<file path="config.mk">
export PLATFORM = sky130hd
export DESIGN_NAME = next_pc_unit
export DESIGN_NICKNAME = d
export VERILOG_FILES = /design/src/rtl/mips_pkg.sv /design/src/rtl/pred_shadow_pipe.sv /design/src/rtl/next_pc_unit.sv
export SDC_FILE = /design/constraint.sdc
export NUM_CORES = 1
export LEC_CHECK = 0
export CAP_MARGIN = 20
export CORE_ASPECT_RATIO = 1.5
export CORE_MARGIN = 2
export CORE_UTILIZATION = 45
export DETAILED_ROUTE_END_ITERATION = 7
export PLACE_DENSITY = 0.86
export SLEW_MARGIN = 5
export SYNTH_ARGS = -nofsm -noshare
export SYNTH_HDL_FRONTEND = slang
export SYNTH_SLANG_ARGS = --single-unit
</file>
<file path="constraint.sdc">
create_clock -name Clk -period 6.4 [get_ports Clk]
set_input_delay 1.28 -clock Clk [delete_from_list [all_inputs] [get_ports Clk]]
set_output_delay 1.28 -clock Clk [all_outputs]
set_load 0.01 [all_outputs]
</file>
<file path="src/rtl/mips_pkg.sv">
// Shared definitions for the MIPS fetch path: PC step, default address width,
// the prediction shadow-slot layout and the resolved-control-kind encoding.
package mips_pkg;

  localparam int unsigned DEFAULT_WIDTH = 32;
  localparam int unsigned PC_STEP       = 4;

  // Which resolved source supplies the actual target, in legacy priority order.
  typedef enum logic [1:0] {
    RES_NONE   = 2'd0,
    RES_BRANCH = 2'd1,
    RES_JR     = 2'd2,
    RES_JUMP   = 2'd3
  } res_kind_t;

  typedef struct packed {
    logic                     valid;
    logic                     pred_taken;
    logic [DEFAULT_WIDTH-1:0] pred_target;
    logic [DEFAULT_WIDTH-1:0] pc;
  } pred_slot_t;

endpackage

</file>
<file path="src/rtl/pred_shadow_pipe.sv">
// Shift register carrying each fetch's prediction down to the resolve stage.
// A flush invalidates every slot and takes priority over a stall.
module pred_shadow_pipe #(
  parameter int unsigned WIDTH = 32,
  parameter int unsigned DEPTH = 2
) (
  input  logic             clk,
  input  logic             rst,
  input  logic             stall,
  input  logic             flush,
  input  logic             fetch_taken,
  input  logic [WIDTH-1:0] fetch_target,
  input  logic [WIDTH-1:0] fetch_pc,
  output logic             res_valid,
  output logic             res_pred_taken,
  output logic [WIDTH-1:0] res_pred_target,
  output logic [WIDTH-1:0] res_pc
);

  logic             valid_q  [DEPTH];
  logic             taken_q  [DEPTH];
  logic [WIDTH-1:0] target_q [DEPTH];
  logic [WIDTH-1:0] pc_q     [DEPTH];

  always_ff @(posedge clk or posedge rst) begin
    if (rst) begin
      for (int i = 0; i < DEPTH; i++) begin
        valid_q[i]  <= 1'b0;
        taken_q[i]  <= 1'b0;
        target_q[i] <= '0;
        pc_q[i]     <= '0;
      end
    end else if (flush) begin
      for (int i = 0; i < DEPTH; i++) begin
        valid_q[i] <= 1'b0;
      end
    end else if (!stall) begin
      valid_q[0]  <= 1'b1;
      taken_q[0]  <= fetch_taken;
      target_q[0] <= fetch_target;
      pc_q[0]     <= fetch_pc;
      for (int i = 1; i < DEPTH; i++) begin
        valid_q[i]  <= valid_q[i-1];
        taken_q[i]  <= taken_q[i-1];
        target_q[i] <= target_q[i-1];
        pc_q[i]     <= pc_q[i-1];
      end
    end
  end

  assign res_valid       = valid_q[DEPTH-1];
  assign res_pred_taken  = taken_q[DEPTH-1];
  assign res_pred_target = target_q[DEPTH-1];
  assign res_pc          = pc_q[DEPTH-1];

endmodule

</file>
<file path="src/rtl/next_pc_unit.sv">
// Registered next-PC generator: follows BTB predictions, checks them at the
// resolve stage, and on a mismatch redirects, flushes and retrains the BTB.
module next_pc_unit
  import mips_pkg::*;
#(
  parameter int unsigned      WIDTH         = DEFAULT_WIDTH,
  parameter logic [WIDTH-1:0] RESET_PC      = '0,
  parameter int unsigned      RESOLVE_DEPTH = 2,
  parameter int unsigned      CNT_WIDTH     = 16
) (
  input  logic                 Clk,
  input  logic                 Rst,
  input  logic                 Stall,
  input  logic                 BtbHit,
  input  logic [WIDTH-1:0]     BtbTarget,
  input  logic                 ResValid,
  input  logic                 ResBranch,
  input  logic                 ResTaken,
  input  logic                 ResJr,
  input  logic                 ResJump,
  input  logic [WIDTH-1:0]     BranchAddress,
  input  logic [WIDTH-1:0]     JrAddress,
  input  logic [WIDTH-1:0]     JumpAddress,
  output logic [WIDTH-1:0]     PC,
  output logic [WIDTH-1:0]     PCPlus4,
  output logic                 Flush,
  output logic                 BtbUpdate,
  output logic [WIDTH-1:0]     BtbUpdatePC,
  output logic                 BtbUpdateTaken,
  output logic [WIDTH-1:0]     BtbUpdateTarget,
  output logic [CNT_WIDTH-1:0] MispredictCount
);

  logic             s_valid;
  logic             s_pred_taken;
  logic [WIDTH-1:0] s_pred_target;
  logic [WIDTH-1:0] s_pc;

  res_kind_t        res_kind;
  logic             act_taken;
  logic [WIDTH-1:0] act_target;
  logic [WIDTH-1:0] corr_pc;
  logic             mispredict;

  pred_shadow_pipe #(
    .WIDTH (WIDTH),
    .DEPTH (RESOLVE_DEPTH)
  ) u_shadow (
    .clk             (Clk),
    .rst             (Rst),
    .stall           (Stall),
    .flush           (mispredict),
    .fetch_taken     (BtbHit),
    .fetch_target    (BtbTarget),
    .fetch_pc        (PC),
    .res_valid       (s_valid),
    .res_pred_taken  (s_pred_taken),
    .res_pred_target (s_pred_target),
    .res_pc          (s_pc)
  );

  // Classify the resolved instruction; a taken branch outranks jr, jr outranks j/jal.
  always_comb begin
    res_kind = RES_NONE;
    if (ResValid) begin
      if (ResBranch && ResTaken) res_kind = RES_BRANCH;
      else if (ResJr)            res_kind = RES_JR;
      else if (ResJump)          res_kind = RES_JUMP;
    end
  end

  always_comb begin
    act_target = JumpAddress;
    unique case (res_kind)
      RES_BRANCH: act_target = BranchAddress;
      RES_JR:     act_target = JrAddress;
      default:    act_target = JumpAddress;
    endcase
  end

  assign act_taken  = (res_kind != RES_NONE);
  assign corr_pc    = act_taken ? act_target : s_pc + WIDTH'(PC_STEP);
  assign mispredict = s_valid &&
                      ((s_pred_taken != act_taken) ||
                       (act_taken && (s_pred_target != act_target)));

  assign PCPlus4         = PC + WIDTH'(PC_STEP);
  assign Flush           = mispredict;
  assign BtbUpdate       = s_valid && ((ResValid && !Stall) || mispredict);
  assign BtbUpdatePC     = s_pc;
  assign BtbUpdateTaken  = act_taken;
  assign BtbUpdateTarget = corr_pc;

  // Redirect wins over stall; otherwise follow the BTB or fall through.
  always_ff @(posedge Clk or posedge Rst) begin
    if (Rst) begin
      PC <= RESET_PC;
    end else if (mispredict) begin
      PC <= corr_pc;
    end else if (!Stall) begin
      PC <= BtbHit ? BtbTarget : PCPlus4;
    end
  end

  always_ff @(posedge Clk or posedge Rst) begin
    if (Rst) begin
      MispredictCount <= '0;
    end else if (mispredict && (MispredictCount != {CNT_WIDTH{1'b1}})) begin
      MispredictCount <= MispredictCount + CNT_WIDTH'(1);
    end
  end

endmodule
</file>
==> qor.yml <==
status: "finished, final reports clean"
postCtsHoldBufs: 0
critPathMaxFanout: 38
drt_iter0_drc: 606
start_util: 0.4585
vias: 9090
crit_path_cell_trace: "clkdlybuf4s50_1, inv_1, o21ai_0, and2_4, inv_1, ha_1, buf_12, a221oi_1, or3_1, nand4_1, nor4_1, nor4b_4, a21oi_4, a21oi_1, nor2b_1, clkdlybuf4s50_1"
yosysTopAreaCellShare: 0.4153
synth_mux_area_frac: 0.2290
grt_overflow_total: 0
cp_slowest_cell: "clkdlybuf4s50_1"
finClkSkew_ns: 0.009498
cp_num_buf_inv: 5
synthSimpleGateAreaFrac: 0.1046
post_drt_wl_per_cell_um: 23.54
r2r_end: "u_shadow.res_pc[23]"
reg2reg_slack_ns: 2.86
startpoint_type: "primary input"
fillers: 1915
worst_slew_pin_slew_ns: 0.9011
dr.pass1.iters: 5
cts-root-buf: "clkbuf_16"
crit_path_start: "ResJump"
fin_area_um2: 14450
vias_per_cell: 5.808
synth.lib_cells_used.distinct: 59
period_minus_slack_ns: 6.355
maxSlewViolCount: 0
p_sw_w: 0.002280
synth_edf_count: 0
synthXorXnorAreaFrac: 0.06783
synth_top_family_by_area: "multiplexers"
layout_commonest_cell: "clkdlybuf4s50_1"
grt_pass1_wl_mm: 55.45
avgSynthCellArea_um2: 10.87
pwr-share-clk: 0.176
worstPathArrival_ns: 5.07
synthFlopType: "dfrtp_1"
dp_hpwl_mm: 27.91
p_seq_frac: 0.352
irDropWorstVdd_mv: 0.3080
hp-class: "flip-flop to flip-flop"
final-setup-viol-count: 0
netlist_top_cells_area: "dfrtp_1, mux2_4, mux2_2"
power.internal_w: 0.004041
clk_pin_slew_ns: 0.07
end_kind: "primary output"
synth.net_count: 1141
synthArstFlopShare: 1.000
yosysTopAreaCell: "dfrtp_1"
drive_above_1_share: 0.1703
core_area_um2: 23660
clock-sinks: 180
post-place-ws_ns: 0.1157
design.die.area_um2: 25390
fin_crit_sh: 0.9929
holdCritStartpoint: "u_shadow.target_q[32]"
grt_usage: 0.2920
synth_adder_area_share: 0.006921
area.growth.synth_to_final_pct: 33.18
p_sw_frac: 0.3607
portBuffers: 283
placed_area_um2: 13780
crit_path_max_incr_delay_ns: 0.47
regToRegStartpoint: "u_shadow.res_pred_target[23]"
hold_viol_final: 0
worstSkewPairLatency_ns: 0.44
yosys_warnings: 0
place_congestion: 0.9155
critPathTopFamily: "simple AND/OR/NAND/NOR gates"
cts_tree: "done"
synth_cells: 998
r2r_cells: 11
comb_power_share: 0.472
dieWidth_um: 130.8
ctsLongestPathBuffers: 2
wirelength_mm: 36.85
fp.dieH_um: 194.1
synth_compound_gate_area_share: 0.1126
max_freq_mhz: 157.4
remaining_drc_errors: 0
final_cell_mix: "clkdlybuf4s50_1, dfrtp_1, mux2_4"
grt_max_degree: 76
grt_pass1_vias: 9180
powerDensity_nw_per_um2: 437.6
crit_required_ns: 5.12
crit_type: "primary input to primary output"
ys_ff_latch: 180
drv_cap: 0
placementRows: 69
htreeDepth: 4
nets: 1377
max_slew_margin: 0.3929
antenna_found_initial: 3
hold_end: "u_shadow.target_q[32]"
syn_area_um2: 10850
worst_slack_ns: 0.04526
detail-route-antenna-nets: 0
fin_total_pwr_w: 0.006322
pin_count: 284
min_path_cells: 1
yosysSeqAreaShare: 0.4153
cts_buffers: 17
p_leak_nw: 6.233
finalCoreUtilization: 0.6107
path_depth: 16
[power groups by stage]
stage / clock network, W / logic [W] / registers, W
finish: 0.00111 / 0.00298 / 0.00223
global placement: 0 / 0.00290 / 0.00220
CTS: 0.00113 / 0.00298 / 0.00222
floorplan: 0 / 0.00183 / 0.00207
global route: 0.00117 / 0.00317 / 0.00230
detailed placement: 0 / 0.00295 / 0.00223
[worst reg2reg max path, cell delays in order (launching register included)]
cell and delay [ns]:
dfrtp_1 0.45, inv_1 0.08, o22ai_1 0.09, o31a_1 0.28, or4_1 0.58, nor4b_4 0.37
a21oi_4 0.13, buf_4 0.16, buf_4 0.23, or2_4 0.44, buf_12 0.25, mux2_1 0.35
[timing repair]
item,in CTS,in global routing
setup buffers,0,1
gates resized for setup,0,5
endpoints found under the setup margin,0,2
[metrics by stage]
step | hold WS (ns) | std cells | setup TNS (ns)
after global placement | 0.4652 | 1533 | 0
after global routing | 0.5117 | 1565 | -0.07809
after CTS | 0.5005 | 1563 | 0
after floorplan | 0.4512 | 998 | 0
final | 0.4968 | 1565 | 0
after detailed placement | 0.4750 | 1533 | 0
[per-layer routing]
metal  routed length (um)  part of all wire  GRT usage  vias up
met5                   27           0.00073          0        -
met4                 1755             0.048     0.1403        4
li1                     -                 -          -     4016
met2                18450              0.50     0.4905      476
met3                 3146             0.085    0.07864       95
met1                13470              0.37     0.3406     4499
[Yosys cell counts, types with 8 or more instances]
cell type	count
dfrtp_1	180
mux2_4	100
nand2_1	70
o21ai_0	64
nor2_1	49
xnor2_1	47
mux2_2	42
xor2_1	37
buf_4	36
clkbuf_1	34
mux2i_1	34
nand3_1	31
inv_1	26
a22oi_1	19
nand4_1	18
a21oi_1	17
and3_1	17
o21ai_1	16
mux2_1	15
a221o_1	14
buf_6	13
nor2b_1	11
nor3_1	11
o22ai_1	11
a221oi_1	8
[cell type report]
class	instances	area, um^2	share of cell area
inverters	27	106.4	0.007362
diodes	1	2.502	0.0001732
well taps	319	399.1	0.02763
clock buffers	18	429.2	0.02971
flip-flops and latches	180	4504	0.3118
clock inverters	12	182.7	0.01265
multi-input cells	698	5703	0.3948
repair buffers	310	3118	0.2159
[sequential cells by signal (all words and copies together), names as in the netlist]
register and flops:
PC 32, u_shadow.pc_q 32, u_shadow.res_pc 32, u_shadow.res_pred_target 32, u_shadow.target_q 32, MispredictCount 16, u_shadow.res_pred_taken 1, u_shadow.res_valid 1
u_shadow.taken_q 1, u_shadow.valid_q 1
[worst max path at each step]
| stage | to | slack [ns] |
|---|---|---|
| floorplan | MispredictCount[0] | 0.23 |
| global placement | BtbUpdate | 0.23 |
| detailed placement | BtbUpdate | 0.12 |
| CTS | BtbUpdate | 0.09 |
| global route | BtbUpdate | -0.08 |
| finish | BtbUpdate | 0.05 |
[kinds of logic after synthesis]
| group | count (synthesis) |
|---|---|
| adder cells (fa/ha/maj) | 6 |
| flip-flops | 180 |
| AND/OR/NAND/NOR | 232 |
| buffers and inverters | 120 |
| multiplexers | 191 |
| AO/OA/AOI/OAI | 185 |
| XOR/XNOR | 84 |
Note: power is estimated with default switching activity, not from simulation.
